$ cat src/rtl/branch_resolve_unit.sv
// Resolves conditional branches, JAL and JALR into taken/target/link, with alignment and illegal-op flags plus branch stats.
// Latency: 1 cycle from accept to out_valid, full throughput.
// Backpressure: in_ready = !out_valid || out_ready; the result register holds while out_valid && !out_ready.
module branch_resolve_unit #(
    parameter int XLEN    = 32,
    parameter int IALIGN  = 32,
    parameter int COUNT_W = 32
) (
    input  logic               clk,
    input  logic               rst,
    input  logic               in_valid,
    output logic               in_ready,
    input  logic               is_branch,
    input  logic               is_jal,
    input  logic               is_jalr,
    input  logic [2:0]         funct3,
    input  logic [XLEN-1:0]    rs1,
    input  logic [XLEN-1:0]    rs2,
    input  logic [XLEN-1:0]    pc,
    input  logic [XLEN-1:0]    imm,
    output logic               out_valid,
    input  logic               out_ready,
    output logic               out_taken,
    output logic [XLEN-1:0]    out_target,
    output logic [XLEN-1:0]    out_link,
    output logic               out_illegal,
    output logic               out_misaligned,
    input  logic               cnt_clr,
    output logic [COUNT_W-1:0] cnt_branches,
    output logic [COUNT_W-1:0] cnt_taken
);

    localparam bit CHECK_BIT1 = (IALIGN == 32);
    localparam logic [COUNT_W-1:0] CNT_MAX = '1;

    logic            accept;
    logic [XLEN-1:0] link_n, pc_rel, jalr_sum, target_n;
    logic            eq, lt_s, lt_u;
    logic            cond, legal;
    logic            taken_n, illegal_n, misaligned_n;
    logic            count_branch;

    assign in_ready = !out_valid || out_ready;
    assign accept   = in_valid && in_ready;

    assign link_n   = pc + XLEN'(4);
    assign pc_rel   = pc + imm;
    assign jalr_sum = rs1 + imm;

    assign eq   = (rs1 == rs2);
    assign lt_s = ($signed(rs1) < $signed(rs2));
    assign lt_u = (rs1 < rs2);

    always_comb begin
        cond  = 1'b0;
        legal = 1'b1;
        case (funct3)
            3'b000:  cond = eq;
            3'b001:  cond = !eq;
            3'b100:  cond = lt_s;
            3'b101:  cond = !lt_s;
            3'b110:  cond = lt_u;
            3'b111:  cond = !lt_u;
            default: legal = 1'b0;
        endcase
    end

    // JALR wins over JAL, which wins over a conditional branch; no op falls through to pc+4.
    always_comb begin
        taken_n   = 1'b0;
        target_n  = link_n;
        illegal_n = 1'b0;
        if (is_jalr) begin
            taken_n  = 1'b1;
            target_n = {jalr_sum[XLEN-1:1], 1'b0};
        end else if (is_jal) begin
            taken_n  = 1'b1;
            target_n = pc_rel;
        end else if (is_branch) begin
            illegal_n = !legal;
            taken_n   = legal && cond;
            if (legal && cond) begin
                target_n = pc_rel;
            end
        end
    end

    assign misaligned_n = CHECK_BIT1 && taken_n && target_n[1];
    assign count_branch = accept && is_branch && !is_jal && !is_jalr && legal;

    always_ff @(posedge clk) begin
        if (rst) begin
            out_valid      <= 1'b0;
            out_taken      <= 1'b0;
            out_target     <= '0;
            out_link       <= '0;
            out_illegal    <= 1'b0;
            out_misaligned <= 1'b0;
            cnt_branches   <= '0;
            cnt_taken      <= '0;
        end else begin
            if (accept) begin
                out_valid      <= 1'b1;
                out_taken      <= taken_n;
                out_target     <= target_n;
                out_link       <= link_n;
                out_illegal    <= illegal_n;
                out_misaligned <= misaligned_n;
            end else if (out_ready) begin
                out_valid <= 1'b0;
            end

            // Clear beats a same-cycle increment; counters stick at all-ones.
            if (cnt_clr) begin
                cnt_branches <= '0;
                cnt_taken    <= '0;
            end else if (count_branch) begin
                if (cnt_branches != CNT_MAX) begin
                    cnt_branches <= cnt_branches + COUNT_W'(1);
                end
                if (taken_n && cnt_taken != CNT_MAX) begin
                    cnt_taken <= cnt_taken + COUNT_W'(1);
                end
            end
        end
    end

endmodule
$ cat config.mk
export PLATFORM = sky130hd
export DESIGN_NAME = branch_resolve_unit
export DESIGN_NICKNAME = d
export VERILOG_FILES = /design/src/rtl/branch_resolve_unit.sv
export SDC_FILE = /design/constraint.sdc
export NUM_CORES = 1
export LEC_CHECK = 0
export CELL_PAD_IN_SITES_DETAIL_PLACEMENT = 1
export CELL_PAD_IN_SITES_GLOBAL_PLACEMENT = 2
export CORE_AREA = 2 2 188 190
export DETAILED_ROUTE_END_ITERATION = 8
export DIE_AREA = 0 0 190 192
export PLACE_DENSITY = 0.95
export RECOVER_POWER = 50
export SLEW_MARGIN = 10
export SYNTH_ARGS = -nofsm -noshare
export SYNTH_HDL_FRONTEND = slang
export SYNTH_SLANG_ARGS = --single-unit
export TNS_END_PERCENT = 10
$ cat constraint.sdc
create_clock -name clk -period 6.9 [get_ports clk]
set_input_delay 1.035 -clock clk [delete_from_list [all_inputs] [get_ports clk]]
set_output_delay 1.035 -clock clk [all_outputs]
set_load 0.03 [all_outputs]
# Word-level counts from Yosys, hierarchy flattened
# Index checks and enable logic that the tools add are counted.
# totals
regBits	132
in_bits	139
output_inout_bits	133
word_cells	59
# classes
add_sub_neg	5
order_cmp	2
eq_ne	8
n_mux	14
n_reduce_logical	22
# op_table
cell	n
$mux 32	4
$add 32x1->32 const B	2
$add 32x32->32	2
$lt 32x32->1	2
$ne 32x32->1 const B	2
$add 32x3->32 const B	1
$eq 32x32->1	1
$eq 3x3->1 const B	4
$mux 1	9
$logic_and 1x1->1	8
$logic_not 1->1	7
$pmux 1 s6	1
$reduce_or 6->1	1
$reduce_and 2->1	2
$eq 3x1->1 const B	1
$logic_not 3->1	1
$reduce_bool 2->1	1
$reduce_or 2->1	1
$logic_or 1x1->1	1

# Longest topological paths before layout
# logic_depth
depth_word	9
mapped_depth	14
mapped_depth_nobuf	13

# Worst setup path after synthesis
# Ideal clock, no wire load.
# synth_timing
path_type	input to register
from	input port pc[0]
to	register out_target[26]
setup_ns	0.117
arrival_time_ns	3.412
t_required_ns	6.783
path_slack_ns	3.370
path_stages	12
path_buffers	0
path_cell_list	ha_1 -> inv_1 -> fa_1 -> nor2b_1 -> o2111ai_1 -> nand3b_1 -> a221o_1 -> a41o_1 -> o21ai_2 -> or2_2 -> a311o_1 -> a32o_1
# synth_via
elab_chain_cells	5
elab_cells_between_ends	6
classes_between	add/sub: 2; mux: 4
# synth_rtl
element	line_no	rtl
start: declaration	19	input logic [XLEN-1:0] pc,
$add 32x3->32 or $add 32x32->32 (tied branches)	46, 47	
$mux 32	82	if (legal && cond) begin
$mux 32	79	end else if (is_branch) begin
$mux 32 (*)	76	end else if (is_jal) begin
$mux 32 (*)	73	if (is_jalr) begin
end signal: assignment	105	out_target <= target_n;
end: declaration	24	output logic [XLEN-1:0] out_target,
# Every way passes the cells marked *; elsewhere a longest branch is shown, timed or not.
# A chain may end at the register's enable or synchronous reset.

# Worst setup path after layout
# layout_timing
from	input port rs2[31]
to	register out_target[27]
# layout_via
elab_chain_cells	8
elab_cells_between_ends	12
classes_between	order compare: 2; eq/ne: 1; mux: 5; reduce/logical: 4
# layout_rtl
element	line_no	rtl
start: declaration	18	input logic [XLEN-1:0] rs2,
$lt 32x32->1 (tied with other cells)	52	assign lt_u = (rs1 < rs2);
$logic_not 1->1, on equally long branches	63, 59, 61	
$pmux 1 s6 (*)	57	case (funct3)
$logic_and 1x1->1 (*)	82	
$mux 32 (*)	82	
$mux 32 (*)	79	
$mux 32 (*)	76	
$mux 32 (*)	73	
# Marked as above.

==> flow_summary.toml <==
[route]
wl_per_cell_um = 20.0
wl_mm = 40.7
first_iter_violations = 542
drtAntennaViolNets = 0
route.detailed.drc = 0
routed_via_density = 5.41
vias = 11049
drt-pass1-iter-count = 5

[logic_synthesis]
synth_cell_types = 81
synth_seq_cells = 132
synth_xor_area_frac = 0.112
yosysSeqAreaShare = 0.258
dominantRegCellSynth = "dfxtp_1"
avgSynthCellArea_um2 = 7.76
netlist_top_cells_area = "dfxtp_1 (26%), ha_1 (12%), xor2_1 (6.4%)"
yosysMostFrequentCell = "nor2_1"
synthesis.area_mm2 = 0.0102
synth-edff-count = 0
post-synth-top-area-cell = "dfxtp_1"
syn_inst = 1321
synth_top_area_share = 0.258
synth_nets = 1558
ys.warnings.count = 0
synthArstFlopShare = 0
synth-simple-area-share = 0.243
synth_top_family_by_area = "simple AND/OR/NAND/NOR gates"
yosys-top-cells-count = "nor2_1 (171), dfxtp_1 (132), nand2_1 (119)"
synthMuxAreaShare = 0.0122
synthAdderAreaFrac = 0.121
synth_compound_area_frac = 0.213

[pwr]
swShare = 0.364
pwr-share-comb = 0.314
p_seq_frac = 0.325
pwr-share-clk = 0.361
switching_power_mw = 0.917
p_total_mw = 2.52
peakVddDrop_uv = 169
leakage_nw = 5.77
p_per_area_mw_per_mm2 = 180
internal-power_mw = 1.60

[timing]
setup_viol = 0
layout_setup_ws_ps = 2100
slew_headroom = -1.45
fin_skew_ps = 9.23
worstMarginPinSlew_ps = 3680
setup_tns_ps = 0
hold_violations = 0
maxSlewViolCount = 69
fin_hold_ws_ps = 458
finalCritPeriodShare = 0.695
rsz0062_at_grt = "false"
fin_crit_ps = 4800
max_freq_mhz = 209

[cells_and_area]
nets = 1810
syn2layout_area_growth_pct = 36.1
final_layout_size_suffix_gt1_frac = 0.0517
fin_util = 0.407
diodes = 0
final_area_mm2 = 0.0139
final_cells = 2041

[floorplanning]
die_w_um = 190
rows = 68
die_y_um = 192
coreArea_mm2 = 0.0343
start_util = 0.299
die_area_mm2 = 0.0365
ios = 272

[worst_setup_path]
rrSetupSlack_ps = 3670
critPathMaxStageDelay_ps = 740
critPathLaunchType = "input port"
rr_worst_depth = 8
r2r-start = "out_valid$_SDFFE_PP0P_"
cp_data_required_time_ps = 7050
crit_path_max_fanout = 40
arrival_ps = 4940
critPathSlowestCell = "nor4_2"
crit_family = "compound AO/OA/AOI/OAI gates"
critical_path_class = "in -> reg"
path_cells = "clkdlybuf4s50_1 > inv_1 > ha_1 > nand4_1 > nor4_2 > o31a_1 > o2111ai_1 > o311ai_4 > buf_4 > nor2_1 > a222oi_1 > a21oi_1"
reg2reg_to = "cnt_taken[18]$_SDFFE_PP0P_"
critical_path_buf_inv_count = 3
critPathCaptureType = "register"

[placement]
dp_slack_ps = 1740
gp_congestion = 0.873
dp.cells = 2009
port_buffers = 271
dp_hpwl_mm = 32.2
placed_area_mm2 = 0.0134

[clock_tree]
cts_inserted_buffers = 17
cts_tree = "done"
cts_hold_buf = 0
path_clk_slew_ps = 60
h-tree-depth = 4
post_cts_resized = 0
clockBufferDepth = 2
clk_latency_ps = 440
postCtsSetupRepairBufs = 0
clock_sinks = 132
clockRootBuffer = "clkbuf_16"

[global_routing]
grt_pass1_vias = 11358
grt_use_total = 0.222
grt_max_degree = 69
grt_pass1_wl_mm = 63.0
grt_overflow = 0
antenna_found_initial = 1

[worst_hold_path]
hold_path.class = "reg -> reg"
hold_depth = 2
hold_start = "out_target[3]$_SDFFE_PP0P_"
min_to = "out_target[3]$_SDFFE_PP0P_"

[outcome]
status = "finished with violations"
violations = "capacitance limit, slew limit"

[flow_run]
max-cap-violations = 1
[sequential cells by signal (all words and copies together) (netlist names)]
name,flops
out_illegal,1
out_misaligned,1
out_taken,1
cnt_taken,32
out_target,32
cnt_branches,32
out_valid,1
out_link,32
[tightest hold or removal path, cell delays in order, from the launching register on]
cell and delay (ps):
dfxtp_1 310, nand2_1 50, a21oi_1 50
[area by class of cell]
class / count / area [um^2]
Fill cell: 4144 / 20300
Tap cell: 455 / 569
Clock inverter: 15 / 140
Sequential cell: 132 / 2640
Multi-Input combinational cell: 1085 / 7190
Inverter: 59 / 221
Clock buffer: 17 / 425
Timing Repair Buffer: 278 / 2760
[logic make-up (layout without fill, tap and decap cells)]
family	Yosys count	after routing
xor+xnor	131	131
buf+inv	104	369
compound gates	329	329
simple gates	515	515
mux	12	12
fa+ha+maj	98	98
flops	132	132
[placed cells by master (no fill, tap or decap), types with 7 or more instances in the layout]
cell / synthesis / layout
nand3_1: 60 / 60
nand2_1: 119 / 119
a21oi_1: 96 / 96
nor2_1: 171 / 171
o21ai_0: 37 / 37
mux2i_1: 8 / 8
nor3_1: 23 / 23
o21ai_1: 26 / 26
inv_1: 58 / 58
ha_1: 96 / 96
nor2b_1: 8 / 8
nand4_1: 35 / 35
nand2b_1: 8 / 8
a31oi_1: 13 / 13
xnor2_1: 56 / 56
dfxtp_1: 132 / 132
and2_1: 10 / 9
or3_1: 10 / 10
and3_1: 30 / 30
clkdlybuf4s50_1: 0 / 140
xor2_1: 75 / 75
o211ai_1: 18 / 18
clkbuf_16: 0 / 17
or2_2: 7 / 7
a211oi_1: 36 / 36
o21bai_1: 10 / 10
and4_1: 7 / 7
a21o_1: 25 / 25
dlygate4sd3_1: 0 / 130
[power by group through the flow]
stage          Sequential, mW  Combinational [mW]  Clock (mW)
2_1_floorplan           0.897               0.415           0
3_3_place_gp            0.836               0.779           0
3_5_place_dp            0.836               0.795           0
4_1_cts                 0.820               0.801       0.917
5_1_grt                 0.822               0.861       0.955
6_report                0.818               0.790       0.909
[how the worst max path moves through the flow]
stage	slack [ps]	to	from	cells after the start
2_1_floorplan	3370	out_target[26]$_SDFFE_PP0P_	pc[0]	12
3_3_place_gp	1830	cnt_taken[18]$_SDFFE_PP0P_	rs2[31]	12
3_5_place_dp	1740	cnt_taken[18]$_SDFFE_PP0P_	rs2[31]	12
4_1_cts	2190	cnt_taken[18]$_SDFFE_PP0P_	rs2[31]	12
5_1_grt	1780	out_target[27]$_SDFFE_PP0P_	rs2[31]	12
6_report	2100	out_target[27]$_SDFFE_PP0P_	rs2[31]	12
[routing by layer]
layer,part of all wire,global-route usage,vias up
met4,0.033,0.0829,2
met3,0.056,0.0418,72
met5,0.00032,0,-
met1,0.44,0.277,5371
met2,0.48,0.378,345
li1,-,-,5259
No activity file was read; power rests on OpenSTA's default activity.
